$ cat src/rtl/tug_of_war_match.sv
// Tug-of-war match: N-light playfield with edge-detected key presses,
// per-player scoring, a timed post-point pause and a match-over latch.
module tug_of_war_match #(
  parameter int N            = 9,
  parameter int WIN_ROUNDS   = 3,
  parameter int PAUSE_CYCLES = 4
) (
  input  logic         Clock,
  input  logic         Reset,
  input  logic         L_in,
  input  logic         R_in,
  output logic [N-1:0] lights,
  output logic [2:0]   left_score,
  output logic [2:0]   right_score,
  output logic [6:0]   HEX_L,
  output logic [6:0]   HEX_R,
  output logic         match_over,
  output logic         winner_left
);

  localparam int PW = $clog2(N);
  localparam int CW = (PAUSE_CYCLES > 1) ? $clog2(PAUSE_CYCLES) : 1;
  localparam logic [PW-1:0] CENTRE     = PW'((N - 1) / 2);
  localparam logic [PW-1:0] LEFT_END   = PW'(N - 1);
  localparam logic [CW-1:0] PAUSE_LOAD = CW'(PAUSE_CYCLES - 1);
  localparam logic [2:0]    WIN        = 3'(WIN_ROUNDS);

  typedef enum logic [1:0] {PLAY, POINT, OVER} state_t;

  state_t        state, state_n;
  logic [PW-1:0] pos, pos_n;
  logic [CW-1:0] cnt, cnt_n;
  logic [2:0]    left_n, right_n;
  logic          over_n, winl_n;
  logic          l_d, r_d;
  logic          lp, rp;

  assign lp = L_in & ~l_d;
  assign rp = R_in & ~r_d;

  // Key history loads the live level during reset so a held key is not a press.
  always_ff @(posedge Clock) begin
    l_d <= L_in;
    r_d <= R_in;
    if (Reset) begin
      state       <= PLAY;
      pos         <= CENTRE;
      cnt         <= '0;
      left_score  <= '0;
      right_score <= '0;
      match_over  <= 1'b0;
      winner_left <= 1'b0;
    end else begin
      state       <= state_n;
      pos         <= pos_n;
      cnt         <= cnt_n;
      left_score  <= left_n;
      right_score <= right_n;
      match_over  <= over_n;
      winner_left <= winl_n;
    end
  end

  always_comb begin
    state_n = state;
    pos_n   = pos;
    cnt_n   = cnt;
    left_n  = left_score;
    right_n = right_score;
    over_n  = match_over;
    winl_n  = winner_left;
    case (state)
      PLAY: begin
        if (lp && !rp) begin
          if (pos == LEFT_END) begin
            left_n = left_score + 3'd1;
            if (left_n == WIN) begin
              state_n = OVER;
              over_n  = 1'b1;
              winl_n  = 1'b1;
            end else begin
              state_n = POINT;
              cnt_n   = PAUSE_LOAD;
            end
          end else begin
            pos_n = pos + PW'(1);
          end
        end else if (rp && !lp) begin
          if (pos == '0) begin
            right_n = right_score + 3'd1;
            if (right_n == WIN) begin
              state_n = OVER;
              over_n  = 1'b1;
              winl_n  = 1'b0;
            end else begin
              state_n = POINT;
              cnt_n   = PAUSE_LOAD;
            end
          end else begin
            pos_n = pos - PW'(1);
          end
        end
      end
      POINT: begin
        if (cnt == '0) begin
          pos_n   = CENTRE;
          state_n = PLAY;
        end else begin
          cnt_n = cnt - CW'(1);
        end
      end
      OVER:    state_n = OVER;
      default: state_n = PLAY;
    endcase
  end

  always_comb lights = N'(1) << pos;

  function automatic logic [6:0] seg7(input logic [2:0] d);
    case (d)
      3'd0:    seg7 = 7'b1000000;
      3'd1:    seg7 = 7'b1111001;
      3'd2:    seg7 = 7'b0100100;
      3'd3:    seg7 = 7'b0110000;
      3'd4:    seg7 = 7'b0011001;
      3'd5:    seg7 = 7'b0010010;
      3'd6:    seg7 = 7'b0000010;
      default: seg7 = 7'b1111000;
    endcase
  endfunction

  assign HEX_L = seg7(left_score);
  assign HEX_R = seg7(right_score);

endmodule

$ cat config.mk
export PLATFORM = sky130hd
export DESIGN_NAME = tug_of_war_match
export DESIGN_NICKNAME = d
export VERILOG_FILES = /design/src/rtl/tug_of_war_match.sv
export SDC_FILE = /design/constraint.sdc
export NUM_CORES = 1
export LEC_CHECK = 0
export ABC_AREA = 1
export ABC_CLOCK_PERIOD_IN_PS = 2200
export CORE_MARGIN = 2
export CORE_UTILIZATION = 48
export CTS_CLUSTER_SIZE = 30
export DETAILED_ROUTE_END_ITERATION = 10
export PLACE_DENSITY = 0.75
export SETUP_SLACK_MARGIN = 0.1
export SYNTH_ARGS = -nofsm -noshare
export SYNTH_HDL_FRONTEND = slang
export SYNTH_SLANG_ARGS = --single-unit
$ cat constraint.sdc
create_clock -name Clock -period 2.2 [get_ports Clock]
set_input_delay 0.44 -clock Clock [delete_from_list [all_inputs] [get_ports Clock]]
set_output_delay 0.44 -clock Clock [all_outputs]
set_load 0.05 [all_outputs]
==> out/qor.yml, run 1 <==
clock_network:
  clkSinkCount: 18
  cts_root_buf: "clkbuf_4"
  htree_levels: 1
  numCtsBuffers: 3
  holdBufCountCts: 0
  clk_latency_ns: 0.29
  cts.clk_slew.worst_paths_ns: 0.11
  cts_tree: "built"
  clockBufferDepth: 2
floorplanning:
  start_util: 0.5172
  die_y_um: 56.37
  pin_count: 35
  rows: 18
  die_width_um: 56.37
  die_area_um2: 3177
  core_um2: 2545
setup_path:
  cpLargestDelayFamily: "flip-flops"
  critical_path_depth: 6
  critPathLaunch: "left_score[0]$_SDFFE_PP0P_"
  worstSetupEndpointType: "output pin"
  slowest_stage: "dfxtp_4"
  startpoint_type: "flop"
  r2r-start: "left_score[0]$_SDFFE_PP0P_"
  path_class: "flop to output pin"
  cp-endpoint: "HEX_L[6]"
  worst_path_largest_cell_delay_ns: 0.40
  worst-path-max-fanout: 7
  rrSetupSlack_ns: 0.50
  worst_r2r_path_depth: 9
  cp_cell_sequence: "inv_1 > ha_2 > nor2_4 > nand3_2 > o211ai_1 > clkbuf_16"
  cp_num_buf_inv: 2
  cp.required_ns: 1.76
  crit_arrival_ns: 1.60
  r2r-end: "cnt[1]$_SDFFE_PP0P_"
synth:
  ys_warn_count: 0
  avgSynthCellArea_um2: 6.682
  syn_nets: 217
  synth.ff_latch_count: 18
  synthDistinctLibCells: 21
  netlist_area_um2: 1316
  synthCells: 197
  seq_area_frac_synth: 0.2738
timing:
  fin_skew_ns: 0.007507
  fmax_mhz: 490.5
  worst_slew_pin_slew_ns: 0.4988
  min_period_ns: 2.039
  setup_viol: 0
  final_max_slew_viol_count: 0
  rsz0062_at_grt: "yes"
  fin_tns_setup_ns: 0
  hold_viol: 0
  whs_ns: 0.4636
  slew_headroom: 0.6665
  fin_crit_sh: 0.9267
global_routing:
  top_usage_layer: "met2"
  grt_max_degree: 11
  grt_overflow: 0
  gr-usage-met3: 0.02765
  met2_usage: 0.4168
  antenna_found_initial: 0
  grt_pass1_wl_um: 5547
  grtUsageMet1: 0.2363
  grt_pass1_vias: 1285
  gr-usage-all-layers: 0.2172
min_path:
  min_path_type: "flop to flop"
drt:
  drcViolationCount: 0
  ant_nets: 0
  wire_per_inst_um: 12.17
  wl_um: 3334
  post_drt_via_cell_ratio: 5.113
  dr.pass1.iters: 4
  drtIter0Drc: 37
  vias: 1401
final_layout:
  fin_cells: 274
  regArea_um2: 377.9
  final_area_um2: 1953
  multi_input_area_um2: 914.6
  diodes: 0
  fill_cells: 196
  final_util: 0.7675
  area_delta_synth_final_pct: 48.38
  nets: 265
  layout-drive-gt1-share: 0.3279
placed_design:
  port_buffers: 34
  placed_area_um2: 1814
  place_congestion: 0.8777
  placed_cells: 267
  hpwl_um: 2607
job:
  maxCapViolations: 0
run_status:
  status: "complete, no violations"
power:
  p_leak_nw: 0.9210
  p_per_area_nw_per_um2: 707.0
  peakVddDrop_mv: 0.5673
[layout by cell type (no fill, tap or decap)]
cell             netlist  final
nand2_1               37     36
inv_1                 29     27
nor2_1                31     25
buf_4                  0     24
ha_1                  15     12
dfxtp_1               18     12
o21ai_0               15     11
clkdlybuf4s50_1        0     11
nand3_1               12     10
a21oi_1               11     10
inv_2                  6      8
nor2_2                 5      7
nor2_4                 3      7
buf_12                 0      7
nand2_2                3      4
dfxtp_4                0      4
nand3_2                1      3
o21ai_2                0      3
clkbuf_4               0      3
o211ai_1               2      2
nand2_4                2      2
o21ai_1                1      2
nand3b_1               2      2
ha_4                   0      2
dfxtp_2                0      2
nand4_1                1      1
a21oi_2                0      1
xnor2_1                1      1
nor3_1                 1      1
fa_1                   1      1
ha_2                   0      1
clkbuf_8               0      1
clkbuf_16              0      1
[through the flow]
stage | setup slack, ns | power, mW
after floorplan | 0.04356 | 0.9163
after global placement | -0.1456 | 1.138
after detailed placement | -0.2224 | 1.153
after CTS | 0.1057 | 1.363
after global routing | 0.07401 | 1.468
final | 0.1613 | 1.381
[where the power goes]
| group | leakage, nW | switching [mW] | internal, mW |
|---|---|---|---|
| Sequential | 0.151 | 0.0441 | 0.357 |
| Combinational | 0.749 | 0.490 | 0.286 |
| Clock | 0.0210 | 0.103 | 0.101 |
| Total | 0.921 | 0.637 | 0.744 |
[state kept, by name, indices dropped and copies added (netlist names)]
name,flops
l_d,1
match_over,1
cnt,2
winner_left,1
left_score,3
r_d,1
pos,4
state,2
right_score,3
[synthesized netlist by cell type, drive strengths merged]
cell	instances	area (um^2)
nor2	39	181.4
dfxtp	18	360.4
o21ai	16	80.07
ha	15	187.7
nor3	1	5.000
nand3b	2	15.01
nand3	13	70.07
a21oi	11	55.05
nand2	42	180.2
xnor2	1	8.760
fa	1	20.02
nand4	1	6.260
o211ai	2	15.01
inv	35	131.4
[how the worst min path moves through the flow]
stage / start / to / slack (ns) / depth (start not counted)
finish: winner_left$_SDFFE_PP0P_ / winner_left$_SDFFE_PP0P_ / 0.46 / 2
global route: match_over$_SDFFE_PP0P_ / match_over$_SDFFE_PP0P_ / 0.51 / 2
CTS: winner_left$_SDFFE_PP0P_ / winner_left$_SDFFE_PP0P_ / 0.46 / 2
detailed placement: winner_left$_SDFFE_PP0P_ / winner_left$_SDFFE_PP0P_ / 0.45 / 2
global placement: winner_left$_SDFFE_PP0P_ / winner_left$_SDFFE_PP0P_ / 0.44 / 2
floorplan: cnt[0]$_SDFFE_PP0P_ / cnt[0]$_SDFFE_PP0P_ / 0.44 / 2
[per-layer routing]
metal,wire length (um),vias up
met2,1855,34
met5,0,-
met4,64,0
met1,1301,639
li1,-,720
met3,112,8
[layout make-up]
class,count,share of cell area
multi-input cells,144,0.4683
repair buffers,43,0.2332
flip-flops and latches,18,0.1935
inverters,35,0.06726
well taps,30,0.01922
clock buffers,4,0.01858
[cell families (layout without fill, tap and decap cells)]
logic type / after synthesis / after routing / synth area share
AO/OA/AOI/OAI: 29 / 29 / 0.1141
XOR/XNOR: 1 / 1 / 0.006655
adder cells (fa/ha/maj): 16 / 16 / 0.1578
AND/OR/NAND/NOR: 98 / 98 / 0.3479
buffers and inverters: 35 / 82 / 0.09981
flip-flops: 18 / 18 / 0.2738
[tightest hold or removal path: cells and delay by family, from the launching register on]
| family | cells | cell delay (ns) |
|---|---|---|
| flops | 1 | 0.33 |
| buf+inv | 1 | 0.05 |
| compound gates | 1 | 0.05 |
[timing repair]
action	4_1_cts	5_1_grt
pin swaps	1	5
cloned	0	0
setup buffers	0	3
setup endpoints to repair	6	12
gates resized for setup	5	19
No activity file was read; power rests on OpenSTA's default activity.
==> run 2, diff against run 1 <==
--- a/config.mk
+++ b/config.mk
@@ -12,6 +12,7 @@
 export CTS_CLUSTER_SIZE = 30
 export DETAILED_ROUTE_END_ITERATION = 10
 export PLACE_DENSITY = 0.75
+export RECOVER_POWER = 25
 export SETUP_SLACK_MARGIN = 0.1
 export SYNTH_ARGS = -nofsm -noshare
 export SYNTH_HDL_FRONTEND = slang
==> run 2 against run 1 <==
  * Core utilization down 0.88 points
  * Via count up 0.43%
  * Critical endpoint unchanged
  * Die area unchanged
  * Routed wire length up 0.33%
  * Register-to-register slack about the same
  * Sequential share of layout area up 0.23 points
  * Final area down 1.2%
  * Setup slack worse by 0.0026 ns
  * First-iteration DRC count up 30%
  * Hold slack unchanged
  * Total power down 1.1%
  * Count of clock-buffer cells in the layout unchanged
==> out/qor.yml, run 2 (synthesis results as in run 1) <==
final_layout:
  largest_register_ffs: 4
  fin_cells: 274
  nets: 265
  layout_commonest_cell: "nand2_1"
  area_delta_synth_final_pct: 46.67
  final_util: 0.7586
  regMostFlops: "pos"
  reg_top3: "pos: 4 flops, left_score: 3 flops, right_score: 3 flops"
  final_area_um2: 1931
  diodes: 0
  layout-drive-gt1-share: 0.3074
  final_cell_mix: "37 x nand2_1, 28 x inv_1, 26 x nor2_1, 19 x buf_4"
global_routing:
  grt_overflow: 0
  antenna_found_initial: 0
  grt_pass1_vias: 1285
  grt_max_degree: 11
  grt_pass1_wl_um: 5547
  gr-usage-all-layers: 0.2172
placed_design:
  hpwl_um: 2607
  placed_cells: 267
  placed_area_um2: 1814
  place_congestion: 0.8777
  dp_slack_ns: -0.2224
  port_buffers: 34
drt:
  wire_per_inst_um: 12.21
  top_layer: "met4"
  drtIter0Drc: 48
  post_drt_via_cell_ratio: 5.135
  dr.pass1.iters: 4
  dr_wl_met3_um: 106
  route.met2.wl_um: 1836
  vias: 1407
  met1_length_um: 1329
  drcViolationCount: 0
  wl_um: 3345
  ant_nets: 0
setup_path:
  cpLargestDelayFamily: "flip-flops"
  rrSetupSlack_ns: 0.50
  worst-path-max-fanout: 7
  worstSetupEndpointType: "output pin"
  cp.required_ns: 1.76
  worst_path_largest_cell_delay_ns: 0.40
  cp_cell_sequence: "inv_1 > ha_2 > nor2_4 > nand3_2 > o211ai_1 > clkbuf_16"
  crit_arrival_ns: 1.60
  startpoint_type: "flop"
  path_class: "flop to output pin"
  slowest_stage: "dfxtp_4"
  cp_num_buf_inv: 2
floorplanning:
  die_y_um: 56.37
  start_util: 0.5172
  pin_count: 35
  die_width_um: 56.37
  die_area_um2: 3177
  core_um2: 2545
  rows: 18
power:
  power.net_switching_uw: 632.5
  p_sw_frac: 0.4631
  p_int_uw: 733.4
  p_comb_frac: 0.557
  pwr-share-clk: 0.150
  peakVddDrop_mv: 0.5664
  p_per_area_nw_per_um2: 707.5
  p_leak_nw: 0.9098
  p_seq_frac: 0.293
timing:
  worst_slew_pin_slew_ns: 0.6102
  fmax_mhz: 489.9
  final_max_slew_viol_count: 0
  min_period_ns: 2.041
  setup_viol: 0
  slew_headroom: 0.5949
  timing.final.ws_setup_ns: 0.1587
  hold_viol: 0
  rsz0062_at_grt: "yes"
  fin_crit_sh: 0.9279
  fin_skew_ns: 0.007526
  whs_ns: 0.4636
clock_network:
  clkSinkCount: 18
  cts.clk_slew.worst_paths_ns: 0.11
  numCtsBuffers: 3
  cts_root_buf: "clkbuf_4"
  htree_levels: 1
  clockBufferDepth: 2
  cts_tree: "built"
  clk_latency_ns: 0.30
min_path:
  min_path_type: "flop to flop"
run_status:
  status: "complete, no violations"
job:
  maxCapViolations: 0
-- run 2: cell types whose count changed in the layout (fill, tap and decap cells not counted), sizes merged --
cell	delta
buf	-5
clkbuf	+5
-- run 2: per-stage QoR --
step,TNS [ns],power (mW)
2_1_floorplan,0,0.9163
3_3_place_gp,-0.4834,1.138
3_5_place_dp,-1.208,1.153
4_1_cts,0,1.363
5_1_grt,0,1.451
6_report,0,1.366
-- run 2: worst min-delay path, cell delays in order, from the launching register on --
cell	delay, ns
dfxtp_1	0.33
inv_1	0.05
a21oi_1	0.05
-- run 2: power groups by stage --
stage               logic (mW)  registers [mW]  clock network [mW]
finish                   0.761           0.400               0.205
global route             0.824           0.405               0.223
CTS                      0.753           0.400               0.210
detailed placement       0.744           0.409                   0
global placement         0.730           0.407                   0
floorplan                0.503           0.414                   0
-- run 2: cell type report --
cell class | instances | area, um^2
repair buffers | 43 | 442.9
clock buffers | 4 | 36.28
inverters | 35 | 131.4
flip-flops and latches | 18 | 377.9
well taps | 30 | 37.54
fillers | 200 | 614.3
multi-input cells | 144 | 904.6
-- run 2: routing by layer --
metal  up-vias  GRT usage
met1       644     0.2363
met3         9    0.02765
met2        33     0.4168
met5         -          0
li1        721          -
met4         0    0.08844
-- run 2: timing repair --
action / in CTS / in global routing
hold buffers: 0 / 0
gates resized for setup: 5 / 19
buffers inserted: 0 / 3
pin swaps: 1 / 5
setup endpoints to repair: 6 / 12
-- run 2: worst paths after layout --
check / cells after the start / to / startpoint
worst max-delay path: 6 / HEX_L[6] / left_score[0]$_SDFFE_PP0P_
worst min-delay path: 2 / winner_left$_SDFFE_PP0P_ / winner_left$_SDFFE_PP0P_
worst max register to register: 9 / cnt[1]$_SDFFE_PP0P_ / left_score[0]$_SDFFE_PP0P_
worst min register to register: 2 / winner_left$_SDFFE_PP0P_ / winner_left$_SDFFE_PP0P_
==> run 3, diff against run 2 <==
--- a/config.mk
+++ b/config.mk
@@ -14,6 +14,7 @@
 export PLACE_DENSITY = 0.75
 export RECOVER_POWER = 25
 export SETUP_SLACK_MARGIN = 0.1
+export SLEW_MARGIN = 20
 export SYNTH_ARGS = -nofsm -noshare
 export SYNTH_HDL_FRONTEND = slang
 export SYNTH_SLANG_ARGS = --single-unit
==> results of run 3 <==
No change in the layout: final DEF, timing and power equal those of run 2.
